==> config.mk <==
export PLATFORM = sky130hd
export DESIGN_NAME = key_debounce_n
export DESIGN_NICKNAME = d
export VERILOG_FILES = /design/src/rtl/key_debounce_n.sv
export SDC_FILE = /design/constraint.sdc
export NUM_CORES = 1
export LEC_CHECK = 0
export CAP_MARGIN = 15
export CORE_MARGIN = 4
export CORE_UTILIZATION = 45
export CTS_CLUSTER_SIZE = 12
export DETAILED_ROUTE_END_ITERATION = 16
export DONT_BUFFER_PORTS = 1
export PLACE_DENSITY = 0.67
export SETUP_SLACK_MARGIN = 0.05
export SLEW_MARGIN = 30
export SYNTH_ARGS = -nofsm -noshare
export SYNTH_HDL_FRONTEND = slang
export SYNTH_SLANG_ARGS = --single-unit
==> constraint.sdc <==
create_clock -name sys_clk -period 3.4 [get_ports sys_clk]
set_input_delay 0.51 -clock sys_clk [delete_from_list [all_inputs] [get_ports sys_clk]]
set_output_delay 0.51 -clock sys_clk [all_outputs]
set_load 0.01 [all_outputs]
==> src/rtl/key_debounce_n.sv <==
// key_debounce_n: per-key debouncer with press/release/long/repeat pulses.
// Define KEY_DEBOUNCE_REPEAT_EN to build the auto-repeat counters.
module key_debounce_n #(
    parameter int KEY_NUM     = 4,
    parameter int CLK_FREQ    = 50_000_000,
    parameter int DEBOUNCE_MS = 20,
    parameter int LONG_MS     = 1000,
    parameter int REPEAT_MS   = 200,
    parameter int ACTIVE_LOW  = 1
) (
    input  logic               sys_clk,
    input  logic               sys_rst_n,
    input  logic [KEY_NUM-1:0] key_in,
    output logic [KEY_NUM-1:0] key_level,
    output logic [KEY_NUM-1:0] key_press,
    output logic [KEY_NUM-1:0] key_release,
    output logic [KEY_NUM-1:0] key_long,
    output logic [KEY_NUM-1:0] key_repeat,
    output logic               key_any
);

    localparam int TICK_DIV = CLK_FREQ / 1000;
    localparam int TC_W     = $clog2(TICK_DIV);
    localparam int DB_W     = $clog2(DEBOUNCE_MS + 1);
    localparam int HD_W     = $clog2(LONG_MS + 1);

    localparam logic [TC_W-1:0] TC_LAST = TC_W'(TICK_DIV - 1);
    localparam logic [DB_W-1:0] DB_LAST = DB_W'(DEBOUNCE_MS - 1);
    localparam logic [HD_W-1:0] LG_MAX  = HD_W'(LONG_MS);
    localparam logic [HD_W-1:0] LG_LAST = HD_W'(LONG_MS - 1);
    localparam logic            IDLE_LVL = (ACTIVE_LOW != 0);

`ifdef KEY_DEBOUNCE_REPEAT_EN
    localparam int RP_W = $clog2(REPEAT_MS + 1);
    localparam logic [RP_W-1:0] RP_LAST = RP_W'(REPEAT_MS - 1);
`endif

    typedef enum logic [1:0] {
        S_IDLE,
        S_PRESS_DB,
        S_HELD,
        S_REL_DB
    } state_t;

    logic [TC_W-1:0]    r_tick_cnt;
    logic               w_tick;
    logic [KEY_NUM-1:0] r_sync1;
    logic [KEY_NUM-1:0] r_sync2;
    logic [KEY_NUM-1:0] w_raw;
    logic [KEY_NUM-1:0] w_level_nxt;
    logic               r_any;

    assign w_tick = (r_tick_cnt == TC_LAST);

    always_ff @(posedge sys_clk or negedge sys_rst_n) begin
        if (!sys_rst_n) begin
            r_tick_cnt <= '0;
        end else if (w_tick) begin
            r_tick_cnt <= '0;
        end else begin
            r_tick_cnt <= r_tick_cnt + 1'b1;
        end
    end

    // Synchronisers reset to the released pin level so reset never fakes a press.
    always_ff @(posedge sys_clk or negedge sys_rst_n) begin
        if (!sys_rst_n) begin
            r_sync1 <= {KEY_NUM{IDLE_LVL}};
            r_sync2 <= {KEY_NUM{IDLE_LVL}};
        end else begin
            r_sync1 <= key_in;
            r_sync2 <= r_sync1;
        end
    end

    assign w_raw = IDLE_LVL ? ~r_sync2 : r_sync2;

    for (genvar k = 0; k < KEY_NUM; k++) begin : g_key
        state_t          r_state;
        state_t          w_state_n;
        logic [DB_W-1:0] r_db;
        logic [DB_W-1:0] w_db_n;
        logic [HD_W-1:0] r_hold;
        logic [HD_W-1:0] w_hold_n;
        logic            r_level;
        logic            w_level_n;
        logic            r_press;
        logic            w_press_n;
        logic            r_rel;
        logic            w_rel_n;
        logic            r_long;
        logic            w_long_n;
`ifdef KEY_DEBOUNCE_REPEAT_EN
        logic [RP_W-1:0] r_rep;
        logic [RP_W-1:0] w_rep_n;
        logic            r_rpt;
        logic            w_rpt_n;
`endif

        always_ff @(posedge sys_clk or negedge sys_rst_n) begin
            if (!sys_rst_n) begin
                r_state <= S_IDLE;
                r_db    <= '0;
                r_hold  <= '0;
                r_level <= 1'b0;
                r_press <= 1'b0;
                r_rel   <= 1'b0;
                r_long  <= 1'b0;
`ifdef KEY_DEBOUNCE_REPEAT_EN
                r_rep   <= '0;
                r_rpt   <= 1'b0;
`endif
            end else begin
                r_state <= w_state_n;
                r_db    <= w_db_n;
                r_hold  <= w_hold_n;
                r_level <= w_level_n;
                r_press <= w_press_n;
                r_rel   <= w_rel_n;
                r_long  <= w_long_n;
`ifdef KEY_DEBOUNCE_REPEAT_EN
                r_rep   <= w_rep_n;
                r_rpt   <= w_rpt_n;
`endif
            end
        end

        always_comb begin
            w_state_n = r_state;
            w_db_n    = r_db;
            w_hold_n  = r_hold;
            w_level_n = r_level;
            w_press_n = 1'b0;
            w_rel_n   = 1'b0;
            w_long_n  = 1'b0;
`ifdef KEY_DEBOUNCE_REPEAT_EN
            w_rep_n   = r_rep;
            w_rpt_n   = 1'b0;
`endif
            // A raw change wins over a coincident tick.
            unique case (r_state)
                S_IDLE: begin
                    if (w_raw[k]) begin
                        w_state_n = S_PRESS_DB;
                        w_db_n    = '0;
                    end
                end
                S_PRESS_DB: begin
                    if (!w_raw[k]) begin
                        w_state_n = S_IDLE;
                    end else if (w_tick) begin
                        w_db_n = r_db + 1'b1;
                        if (r_db == DB_LAST) begin
                            w_state_n = S_HELD;
                            w_level_n = 1'b1;
                            w_press_n = 1'b1;
                            w_hold_n  = '0;
`ifdef KEY_DEBOUNCE_REPEAT_EN
                            w_rep_n   = '0;
`endif
                        end
                    end
                end
                S_HELD: begin
                    if (!w_raw[k]) begin
                        w_state_n = S_REL_DB;
                        w_db_n    = '0;
                    end else if (w_tick) begin
                        if (r_hold != LG_MAX) begin
                            w_hold_n = r_hold + 1'b1;
                            w_long_n = (r_hold == LG_LAST);
                        end
`ifdef KEY_DEBOUNCE_REPEAT_EN
                        else if (r_rep == RP_LAST) begin
                            w_rep_n = '0;
                            w_rpt_n = 1'b1;
                        end else begin
                            w_rep_n = r_rep + 1'b1;
                        end
`endif
                    end
                end
                S_REL_DB: begin
                    if (w_raw[k]) begin
                        w_state_n = S_HELD;
                    end else if (w_tick) begin
                        w_db_n = r_db + 1'b1;
                        if (r_db == DB_LAST) begin
                            w_state_n = S_IDLE;
                            w_level_n = 1'b0;
                            w_rel_n   = 1'b1;
                        end
                    end
                end
                default: begin
                    w_state_n = S_IDLE;
                end
            endcase
        end

        assign w_level_nxt[k] = w_level_n;
        assign key_level[k]   = r_level;
        assign key_press[k]   = r_press;
        assign key_release[k] = r_rel;
        assign key_long[k]    = r_long;
`ifdef KEY_DEBOUNCE_REPEAT_EN
        assign key_repeat[k]  = r_rpt;
`endif
    end

`ifndef KEY_DEBOUNCE_REPEAT_EN
    logic w_unused_rep;
    assign w_unused_rep = (REPEAT_MS > 0);
    assign key_repeat   = '0;
`endif

    always_ff @(posedge sys_clk or negedge sys_rst_n) begin
        if (!sys_rst_n) begin
            r_any <= 1'b0;
        end else begin
            r_any <= |w_level_nxt;
        end
    end

    assign key_any = r_any;

endmodule
==> impl_metrics.yaml <==
yosys:
  ys_warn_count: 0
  yosys-top-cells-area: "dfrtp_1, dfstp_2, o21ai_0, nand2_1, nor2_1"
  ys_types: 69
  ys.flop_type: "dfrtp_1"
  synth-edff-count: 0
  syn_area_um2: 5820
  synth_top_area_share_pct: 43.4
  synth_top_cell_by_area: "dfrtp_1"
  ys_seq_elements: 109
  syn_inst: 582
  synth-seq-area-share_pct: 47.0
  async_flop_share_pct: 100
  syn_avg_cell_area_um2: 10.0
clocking:
  cts_buffers: 9
  cts_resized: 0
  htreeDepth: 3
  clockRootBuffer: "clkbuf_16"
  clk-insertion-delay-late_ns: 0.35
  tritoncts: "done"
  clk_pin_slew_ns: 0.07
  cts_num_sinks: 109
  clock_path_buffers: 2
floorplan:
  num_io_pins: 27
  row_count: 41
  die_w_um: 122
  die_h_um: 122
  coreArea_um2: 12600
  die-area_um2: 14800
  start_util_pct: 46.1
power_and_ir_drop:
  p_comb_share_pct: 2.0
  power_uw: 2440
  p_seq_share_pct: 54.2
  p_clk_share_pct: 43.8
  leakagePower_uw: 0.00258
  p_switching_uw: 494
  power.density_nw_per_um2: 397
  switching_share_pct: 20.3
  p_int_uw: 1940
  vdd_ir_drop_max_uv: 216
routing:
  vias: 4177
  drtPass1Iterations: 5
  routed_via_density: 5.68
  post_drt_wl_per_cell_um: 14.7
  ant_nets: 0
  wirelength_mm: 10.9
  first_iter_violations: 410
  drc: 0
timing:
  setup_violations: 0
  max_freq_mhz: 354
  drv_slew: 0
  post-route-period-util_pct: 83.1
  clock_skew_ns: 0.00791
  slew_headroom_pct: 49.0
  fin_tns_setup_ns: 0
  hold_viol: 0
  fin_ws_ns: 0.573
  finalCriticalPeriod_ns: 2.83
  rsz0062_at_grt: "no"
  worst_pin_slew_ns: 0.762
hold_path:
  hold_path_class: "in2async"
worst_setup_path:
  cp_max_fo: 17
  critPathKind: "reg2reg"
  cp.required_ns: 3.68
  cp-start-kind: "flop"
  crit_arrival_ns: 3.10
  end_kind: "flop"
global_route:
  grt.overflow.total: 0
  grt_use_total_pct: 15.6
  grt_pass1_vias: 3883
  grt_antenna_before_repair: 0
  grt_start_max_net_pins: 106
  grt_pass1_wl_mm: 18.7
final_layout:
  regArea_um2: 2740
  multi_input_area_um2: 2720
  area_growth_pct: 5.48
  num-nets-final: 578
  n_antenna_cell: 0
  final_cells: 736
  fillCellCount: 1165
  drive_above_1_share_pct: 10.5
  fin_util_pct: 48.7
placed_design:
  dpl_worst_slack_ns: 0.552
  dpl.hpwl_mm: 7.19
  io_buffers: 0
  gp_congestion: 0.828
  dp_cells: 718
flow_run:
  maxCapViolations: 0
run_status:
  outcome: "completed"
[critical path: stages (launching register included)]
cell and delay [ns]:
dfrtp_1 0.37, ha_1 0.27, and3_1 0.25, and4_1 0.61
nand4_1 0.46, or4_1 0.62, a21oi_1 0.16
[sequential cells by signal, summed over array words and instances (netlist names), named ones only]
name	cells
r_tick_cnt	16
r_sync1	4
r_sync2	4
g_key.r_level	4
g_key.r_hold	40
g_key.r_rel	4
g_key.r_db	20
g_key.r_press	4
key_any	1
g_key.r_long	4
g_key.r_state	4
[routing by layer]
| metal | share of wire [%] | vias up | track usage (%) |
|---|---|---|---|
| li1 | - | 2046 | - |
| met4 | 1.8 | 0 | 6.51 |
| met1 | 48 | 2033 | 21.3 |
| met2 | 47 | 86 | 24.1 |
| met5 | 0 | - | 0 |
| met3 | 3.7 | 12 | 3.48 |
[power by group through the flow]
| stage | clock network (uW) | logic [uW] | registers, uW |
|---|---|---|---|
| 6_report | 1070 | 49.0 | 1320 |
| 4_1_cts | 1110 | 51.4 | 1320 |
| 3_3_place_gp | 0 | 18.8 | 1350 |
| 5_1_grt | 1160 | 58.1 | 1320 |
| 3_5_place_dp | 0 | 19.5 | 1350 |
| 2_1_floorplan | 0 | 28.5 | 1340 |
[Yosys cell counts, types with 11 or more instances]
| master | instances |
|---|---|
| a21oi_1 | 20 |
| a22o_1 | 17 |
| and3_1 | 11 |
| buf_4 | 24 |
| dfrtp_1 | 101 |
| ha_1 | 13 |
| inv_1 | 23 |
| nand2_1 | 52 |
| nand3_1 | 27 |
| nand4_1 | 21 |
| nor2_1 | 49 |
| o21ai_0 | 41 |
| xnor2_1 | 16 |
[through the flow]
step | hold slack, ns | area, um2
after floorplan | 0.214 | 5830
after global placement | 0.219 | 5790
after detailed placement | 0.218 | 5790
after CTS | 0.109 | 6140
after global routing | 0.129 | 6140
final | 0.0669 | 6140
[layout make-up]
type / count / area share (%)
clock buffer: 12 / 4.34
clock inverter: 4 / 0.734
sequential: 109 / 44.6
timing repair buffer: 5 / 0.978
inverter: 24 / 1.49
multi-input combinational: 410 / 44.4
tap: 172 / 3.51
[cells by family (layout without fill, tap and decap cells)]
| logic type | count (synthesis) | in the layout | share of synthesized area, % |
|---|---|---|---|
| AOI/OAI and AO/OA | 121 | 121 | 15.4 |
| xor gates and xnor gates | 27 | 27 | 4.19 |
| adders and majority gates | 13 | 13 | 2.79 |
| buffers and inverters | 66 | 45 | 6.36 |
| DFF | 109 | 109 | 47.0 |
| muxes | 14 | 14 | 2.58 |
| other | 1 | 4 | 0.0644 |
| and+or+nand+nor | 231 | 231 | 21.5 |
[worst paths after layout]
check	start	endpoint	slack, ns	cells past startpoint
max	r_tick_cnt[0]	g_key[2].r_hold[6]	0.57	6
min	sys_rst_n	g_key[3].r_hold[9]	0.07	1
max reg2reg	r_tick_cnt[0]	g_key[2].r_hold[6]	0.57	6
min reg2reg	r_sync1[1]	r_sync2[1]	0.36	0
max in group asynchronous	sys_rst_n	r_sync2[1]	2.52	1
min in group sys_clk	key_in[0]	r_sync1[0]	0.15	0
[repair_timing]
action / CTS / global route
setup buffers: 0 / 0
hold buffers: 2 / 0
endpoints found under the hold margin: 105 / 0
[placed cells by master (no fill, tap or decap), types with 13 or more instances in the layout]
cell type,Yosys,routed
a21oi_1,20,20
a22o_1,17,17
dfrtp_1,101,101
ha_1,13,13
inv_1,23,23
nand2_1,52,52
nand3_1,27,27
nand4_1,21,21
nor2_1,49,49
o21ai_0,41,41
xnor2_1,16,16
(Power assumes the default switching activity.)
